**config.mk**
```make
export PLATFORM = sky130hd
export DESIGN_NAME = riscv_core_mul_in
export DESIGN_NICKNAME = d
export VERILOG_FILES = /design/src/rtl/riscv_core_mul_in.sv
export SDC_FILE = /design/constraint.sdc
export NUM_CORES = 1
export LEC_CHECK = 0
export CORE_AREA = 2 2 200 202
export DETAILED_ROUTE_END_ITERATION = 7
export DIE_AREA = 0 0 202 204
export PLACE_DENSITY_LB_ADDON = 0.08
export SLEW_MARGIN = 20
export SYNTH_ARGS = -nofsm -noshare
export SYNTH_HDL_FRONTEND = slang
export SYNTH_SLANG_ARGS = --single-unit
```
**constraint.sdc**
```tcl
create_clock -name i_clk -period 27.3 [get_ports i_clk]
set_input_delay 8.19 -clock i_clk [delete_from_list [all_inputs] [get_ports i_clk]]
set_output_delay 8.19 -clock i_clk [all_outputs]
set_load 0.03 [all_outputs]
```
**src/rtl/riscv_core_mul_in.sv**
```systemverilog
`default_nettype none
// ============================================================================
// Module   : riscv_core_mul_in
// Purpose  : RV64M multiply front end. Derives the operand sign flags and forms
//            the unsigned 2*XLEN magnitude product with a radix-2 shift-add loop.
//            Optional: MUL_IN_EARLY_TERM_EN ends BUSY once the multiplier is zero.
// Revision : 1.0 - initial release
// ============================================================================
module riscv_core_mul_in #(
  parameter int XLEN = 64
) (
  input  logic              i_clk,
  input  logic              i_rst,
  input  logic              i_mul_in_valid,
  output logic              o_mul_in_ready,
  input  logic [XLEN-1:0]   i_mul_in_srcA,
  input  logic [XLEN-1:0]   i_mul_in_srcB,
  input  logic [1:0]        i_mul_in_control,
  input  logic              i_mul_in_isword,
  input  logic              i_mul_in_flush,
  output logic              o_mul_in_valid,
  input  logic              i_mul_in_ready,
  output logic              o_mul_in_srcA_Dsign,
  output logic              o_mul_in_srcB_Dsign,
  output logic              o_mul_in_srcA_Wsign,
  output logic              o_mul_in_srcB_Wsign,
  output logic [1:0]        o_mul_in_control,
  output logic              o_mul_in_isword,
  output logic [2*XLEN-1:0] o_mul_in_product
);

  localparam int PW = 2 * XLEN;
  localparam int CW = $clog2(XLEN) + 1;

  typedef enum logic [1:0] {
    IDLE = 2'd0,
    BUSY = 2'd1,
    DONE = 2'd2
  } state_e;

  state_e          state_q;
  logic            a_dsign_q, b_dsign_q, a_wsign_q, b_wsign_q;
  logic [1:0]      control_q;
  logic            isword_q;
  logic [PW-1:0]   mcand_q, acc_q;
  logic [XLEN-1:0] mplr_q;
  logic [CW-1:0]   count_q;

  logic            a_dsign_d, b_dsign_d, a_wsign_d, b_wsign_d;
  logic [31:0]     a_word, b_word, a_word_mag, b_word_mag;
  logic [XLEN-1:0] a_mag_d, b_mag_d;
  logic [PW-1:0]   mcand_d, acc_d;
  logic [XLEN-1:0] mplr_d;
  logic [CW-1:0]   count_d;
  logic            last_d;

  always_comb begin
    a_dsign_d = !i_mul_in_isword && (i_mul_in_control != 2'b11) && i_mul_in_srcA[XLEN-1];
    b_dsign_d = !i_mul_in_isword && !i_mul_in_control[1] && i_mul_in_srcB[XLEN-1];
    a_wsign_d = i_mul_in_isword && (i_mul_in_control == 2'b00) && i_mul_in_srcA[31];
    b_wsign_d = i_mul_in_isword && (i_mul_in_control == 2'b00) && i_mul_in_srcB[31];

    a_word     = i_mul_in_srcA[31:0];
    b_word     = i_mul_in_srcB[31:0];
    a_word_mag = a_wsign_d ? (~a_word + 32'd1) : a_word;
    b_word_mag = b_wsign_d ? (~b_word + 32'd1) : b_word;

    // Negating the most negative value wraps to itself, which read unsigned is exactly 2^(W-1).
    if (i_mul_in_isword) begin
      a_mag_d = {{(XLEN-32){1'b0}}, a_word_mag};
      b_mag_d = {{(XLEN-32){1'b0}}, b_word_mag};
    end else begin
      a_mag_d = a_dsign_d ? (~i_mul_in_srcA + XLEN'(1)) : i_mul_in_srcA;
      b_mag_d = b_dsign_d ? (~i_mul_in_srcB + XLEN'(1)) : i_mul_in_srcB;
    end
  end

  always_comb begin
    acc_d   = mplr_q[0] ? (acc_q + mcand_q) : acc_q;
    mcand_d = mcand_q << 1;
    mplr_d  = mplr_q >> 1;
    count_d = count_q - CW'(1);
`ifdef MUL_IN_EARLY_TERM_EN
    last_d  = (count_d == '0) || (mplr_d == '0);
`else
    last_d  = (count_d == '0);
`endif
  end

  always_ff @(posedge i_clk or posedge i_rst) begin
    if (i_rst) begin
      state_q   <= IDLE;
      a_dsign_q <= 1'b0;
      b_dsign_q <= 1'b0;
      a_wsign_q <= 1'b0;
      b_wsign_q <= 1'b0;
      control_q <= 2'b00;
      isword_q  <= 1'b0;
      mcand_q   <= '0;
      mplr_q    <= '0;
      acc_q     <= '0;
      count_q   <= '0;
    end else begin
      case (state_q)
        IDLE: begin
          if (i_mul_in_valid && !i_mul_in_flush) begin
            a_dsign_q <= a_dsign_d;
            b_dsign_q <= b_dsign_d;
            a_wsign_q <= a_wsign_d;
            b_wsign_q <= b_wsign_d;
            control_q <= i_mul_in_control;
            isword_q  <= i_mul_in_isword;
            mcand_q   <= {{XLEN{1'b0}}, a_mag_d};
            mplr_q    <= b_mag_d;
            acc_q     <= '0;
            count_q   <= i_mul_in_isword ? CW'(32) : CW'(XLEN);
            state_q   <= BUSY;
          end
        end
        BUSY: begin
          if (i_mul_in_flush) begin
            state_q <= IDLE;
          end else begin
            acc_q   <= acc_d;
            mcand_q <= mcand_d;
            mplr_q  <= mplr_d;
            count_q <= count_d;
            if (last_d) state_q <= DONE;
          end
        end
        DONE: begin
          if (i_mul_in_flush || i_mul_in_ready) state_q <= IDLE;
        end
        default: state_q <= IDLE;
      endcase
    end
  end

  assign o_mul_in_ready      = (state_q == IDLE);
  assign o_mul_in_valid      = (state_q == DONE);
  assign o_mul_in_srcA_Dsign = a_dsign_q;
  assign o_mul_in_srcB_Dsign = b_dsign_q;
  assign o_mul_in_srcA_Wsign = a_wsign_q;
  assign o_mul_in_srcB_Wsign = b_wsign_q;
  assign o_mul_in_control    = control_q;
  assign o_mul_in_isword     = isword_q;
  assign o_mul_in_product    = acc_q;

endmodule
`default_nettype wire

```
==> flow_summary_export.csv <==
group,metric,value,unit
synthesis,syn-num-nets,3196,
critical_path,worstSetupPathType,"input pin to flip-flop",
clocking,clk_latency,560,ps
final_layout,syn_to_final_growth,18.2,%
routing,antenna_left,0,
critical_path,worstPathMaxFanout,9,
synthesis,synth_seq_cells,336,
timing,max_slew_margin,24.9,%
timing,rsz0062_at_grt,"no",
pwr,combPwrFrac,38.2,%
synthesis,postSynth.asyncResetShare,100,%
clocking,cts_root_buf,"clkbuf_16",
pwr,power.switching_fraction,39.3,%
critical_path,cp-start-kind,"input pin",
pwr,switchingPower,0.000811,W
synthesis,ys_seq_area_share,35.2,%
synthesis,synth_enable_flop_cells,0,
pwr,p_leak,11.8,nW
placement,io_buffers,272,
timing,drv_slew,0,
routing,num_vias,23804,
routing,viasPerCell,6.52,
flow_run,cap_violations,0,
timing,fin_ws,15610,ps
routing,wl_met1,30100,um
final_layout,nets,3363,
routing,drt_iter0_markers,2334,
synthesis,synth_cells,2928,
pwr,p_seq_share,34.3,%
synthesis,synth_top_area_share,35.2,%
synthesis,syn_area,23900,um2
routing,top_layer,"met5",
outcome,status,"finished, final reports clean",
synthesis,synth_warnings,0,
global_route,antenna_found_initial,12,
final_layout,fillCellCount,2983,
final_layout,final_common_cell,"nand2_1",
placement,pre_cts_slack,15230,ps
synthesis,ys_types,78,
synthesis,syn_area_per_cell,8.16,um2
pwr,intPower,0.00125,W
global_route,grt_pass1_wl,122000,um
routing,wl_met2,37100,um
timing,tightestPinTransition,1130,ps
clocking,cts_tree,"yes",
placement,hpwl,56400,um
pwr,p_clk_share,27.5,%
clocking,cts_setup_buffers,0,
timing,setup_tns,0,ps
pwr,p_per_area,73.0,nW/um2
timing,hold-worst-slack,476,ps
global_route,grt_use_total,36.7,%
floorplanning,io_pins,273,
clocking,numCtsBuffers,39,
critical_path,worstPathRequired,27680,ps
critical_path,critPathCaptureType,"flip-flop",
timing,setup_viol,0,
synthesis,yosys.area.top_type,"dfrtp_1",
global_route,grt_overflow_total,0,
synthesis,synthTopCellsByArea,"dfrtp_1 (35%), o21ai_0 (8.4%), ha_1 (6.9%), nand2_1 (6.5%), a21oi_1 (5.1%)",
clocking,clk_path_buf_depth,3,
synthesis,synthFlopType,"dfrtp_1",
placement,globalplace.congestion,0.996,
floorplanning,core-area,39200,um2
pwr,p_total,0.00206,W
clocking,cts.clk_slew.worst_paths,60,ps
timing,fin_crit,11690,ps
routing,firstDrtPassIters,8,
clocking,ctsHoldBuffers,0,
pwr,max-vdd-ir-drop,0.0000968,V
routing,wl_per_cell,21.0,um
global_route,grt_max_degree,124,
clocking,cts.sinks,336,
floorplanning,dieWidth,202,um
routing,totalWireLength,76700,um
timing,fmax,0.0855,GHz
clocking,cts-htree-levels,2,
floorplanning,fp.dieArea,41200,um2
floorplanning,fp.dieH,204,um
timing,skew,13.3,ps
routing,remaining_drc_errors,0,
critical_path,crit_arrival,12080,ps
routing,wl_met3,5910,um
final_layout,drive_gt1_share,4.26,%
hold_path,hp-class,"flip-flop to flip-flop",
floorplanning,start_util,61.0,%
timing,finalHoldViolCount,0,
floorplanning,std_cell_rows,73,
global_route,first_global_vias,22844,
timing,min_period_over_period,42.8,%
final_layout,layout_common_cells,"nand2_1 (412), o21ai_0 (398), dfrtp_1 (336)",
clocking,cts_resized,0,
[sequential cells by signal, indices dropped and copies added (netlist names)]
signal / flops
count_q: 7
mcand_q: 128
mplr_q: 64
o_mul_in_control: 2
o_mul_in_isword: 1
o_mul_in_product: 128
o_mul_in_srcA_Dsign: 1
o_mul_in_srcA_Wsign: 1
o_mul_in_srcB_Dsign: 1
o_mul_in_srcB_Wsign: 1
state_q: 2
[power groups by stage]
stage,clock (W),combinational [W],sequential [W]
after floorplan,0,0.000462,0.000745
after global placement,0,0.000751,0.000708
after detailed placement,0,0.000771,0.000711
after CTS,0.000569,0.000778,0.000705
after global routing,0.000590,0.000861,0.000716
final,0.000566,0.000788,0.000707
[layout make-up]
class / instances / area (um2) / share of cell area, %
Multi-Input combinational cell: 2374 / 14700 / 52.1
Sequential cell: 336 / 8410 / 29.8
Timing Repair Buffer: 289 / 2860 / 10.1
Clock buffer: 60 / 1210 / 4.28
Tap cell: 525 / 657 / 2.33
Inverter: 55 / 214 / 0.758
Clock inverter: 9 / 173 / 0.611
Antenna cell: 4 / 10.0 / 0.0354
[cell usage after synthesis, types with 14 or more instances]
cell      instances
nor2_1          216
a22o_1           68
o31ai_1          26
a221oi_1         33
o21bai_1         30
a22oi_1          34
nand3_1          35
o21a_1           18
dfrtp_1         336
o21ai_0         399
or2_2            14
or3_1            24
inv_1            55
o21ai_1          19
xnor2_1         133
a31oi_1          27
and3_1           23
xor2_1          102
nand2b_1         25
a21oi_1         243
o22ai_1          14
ha_1            131
nor3_1           47
clkbuf_1        153
a21o_1           52
nand4_1          52
nor4_1           31
nand2_1         413
[cell families (layout without fill, tap and decap cells)]
logic type / count (synthesis) / after routing / synth area share, %
AOI/OAI and AO/OA: 1061 / 1061 / 27.4
and+or+nand+nor: 945 / 945 / 18.4
DFF: 336 / 336 / 35.2
xor gates and xnor gates: 235 / 235 / 8.62
buffers and inverters: 218 / 413 / 3.43
adders and majority gates: 132 / 132 / 6.95
muxes: 1 / 1 / 0.0419
other: 0 / 4 / 0
[per-stage QoR]
step	std cells	utilization, %	cell area (um2)
after CTS	3648	72.0	28200
after floorplan	2928	-	23900
final	3652	72.1	28200
after global placement	3579	68.5	26800
after detailed placement	3579	68.5	26800
after global routing	3648	72.0	28200
[worst paths after layout]
| kind | to | depth (start not counted) | slack [ps] | from |
|---|---|---|---|---|
| worst max-delay path | mcand_q[57] | 13 | 15610 | i_mul_in_srcA[3] |
| worst min-delay path | mplr_q[9] | 2 | 480 | mplr_q[9] |
| worst max register to register | o_mul_in_product[121] | 13 | 22450 | mcand_q[8] |
| worst min register to register | mplr_q[9] | 2 | 480 | mplr_q[9] |
| max in group asynchronous | o_mul_in_srcB_Wsign | 5 | 16200 | i_rst |
| min in group asynchronous | mcand_q[71] | 2 | 8110 | i_rst |
[worst max-delay path, stage by stage]
cell and delay, ps:
clkdlybuf4s50_1 460, nor4_1 530, nor4b_4 540, nand4_1 380, nor3b_2 350, nand2_1 120, nor4_2 390, nand4b_1 180
or2_1 270, nor2_1 180, a21oi_1 120, xnor2_1 220, o21ai_0 130
[routing by layer]
layer	vias up	GRT usage, %
li1	11006	-
met1	11467	45.6
met2	1102	62.8
met3	217	7.05
met4	12	15.4
met5	-	0
Power figures use the tool's default switching activity.
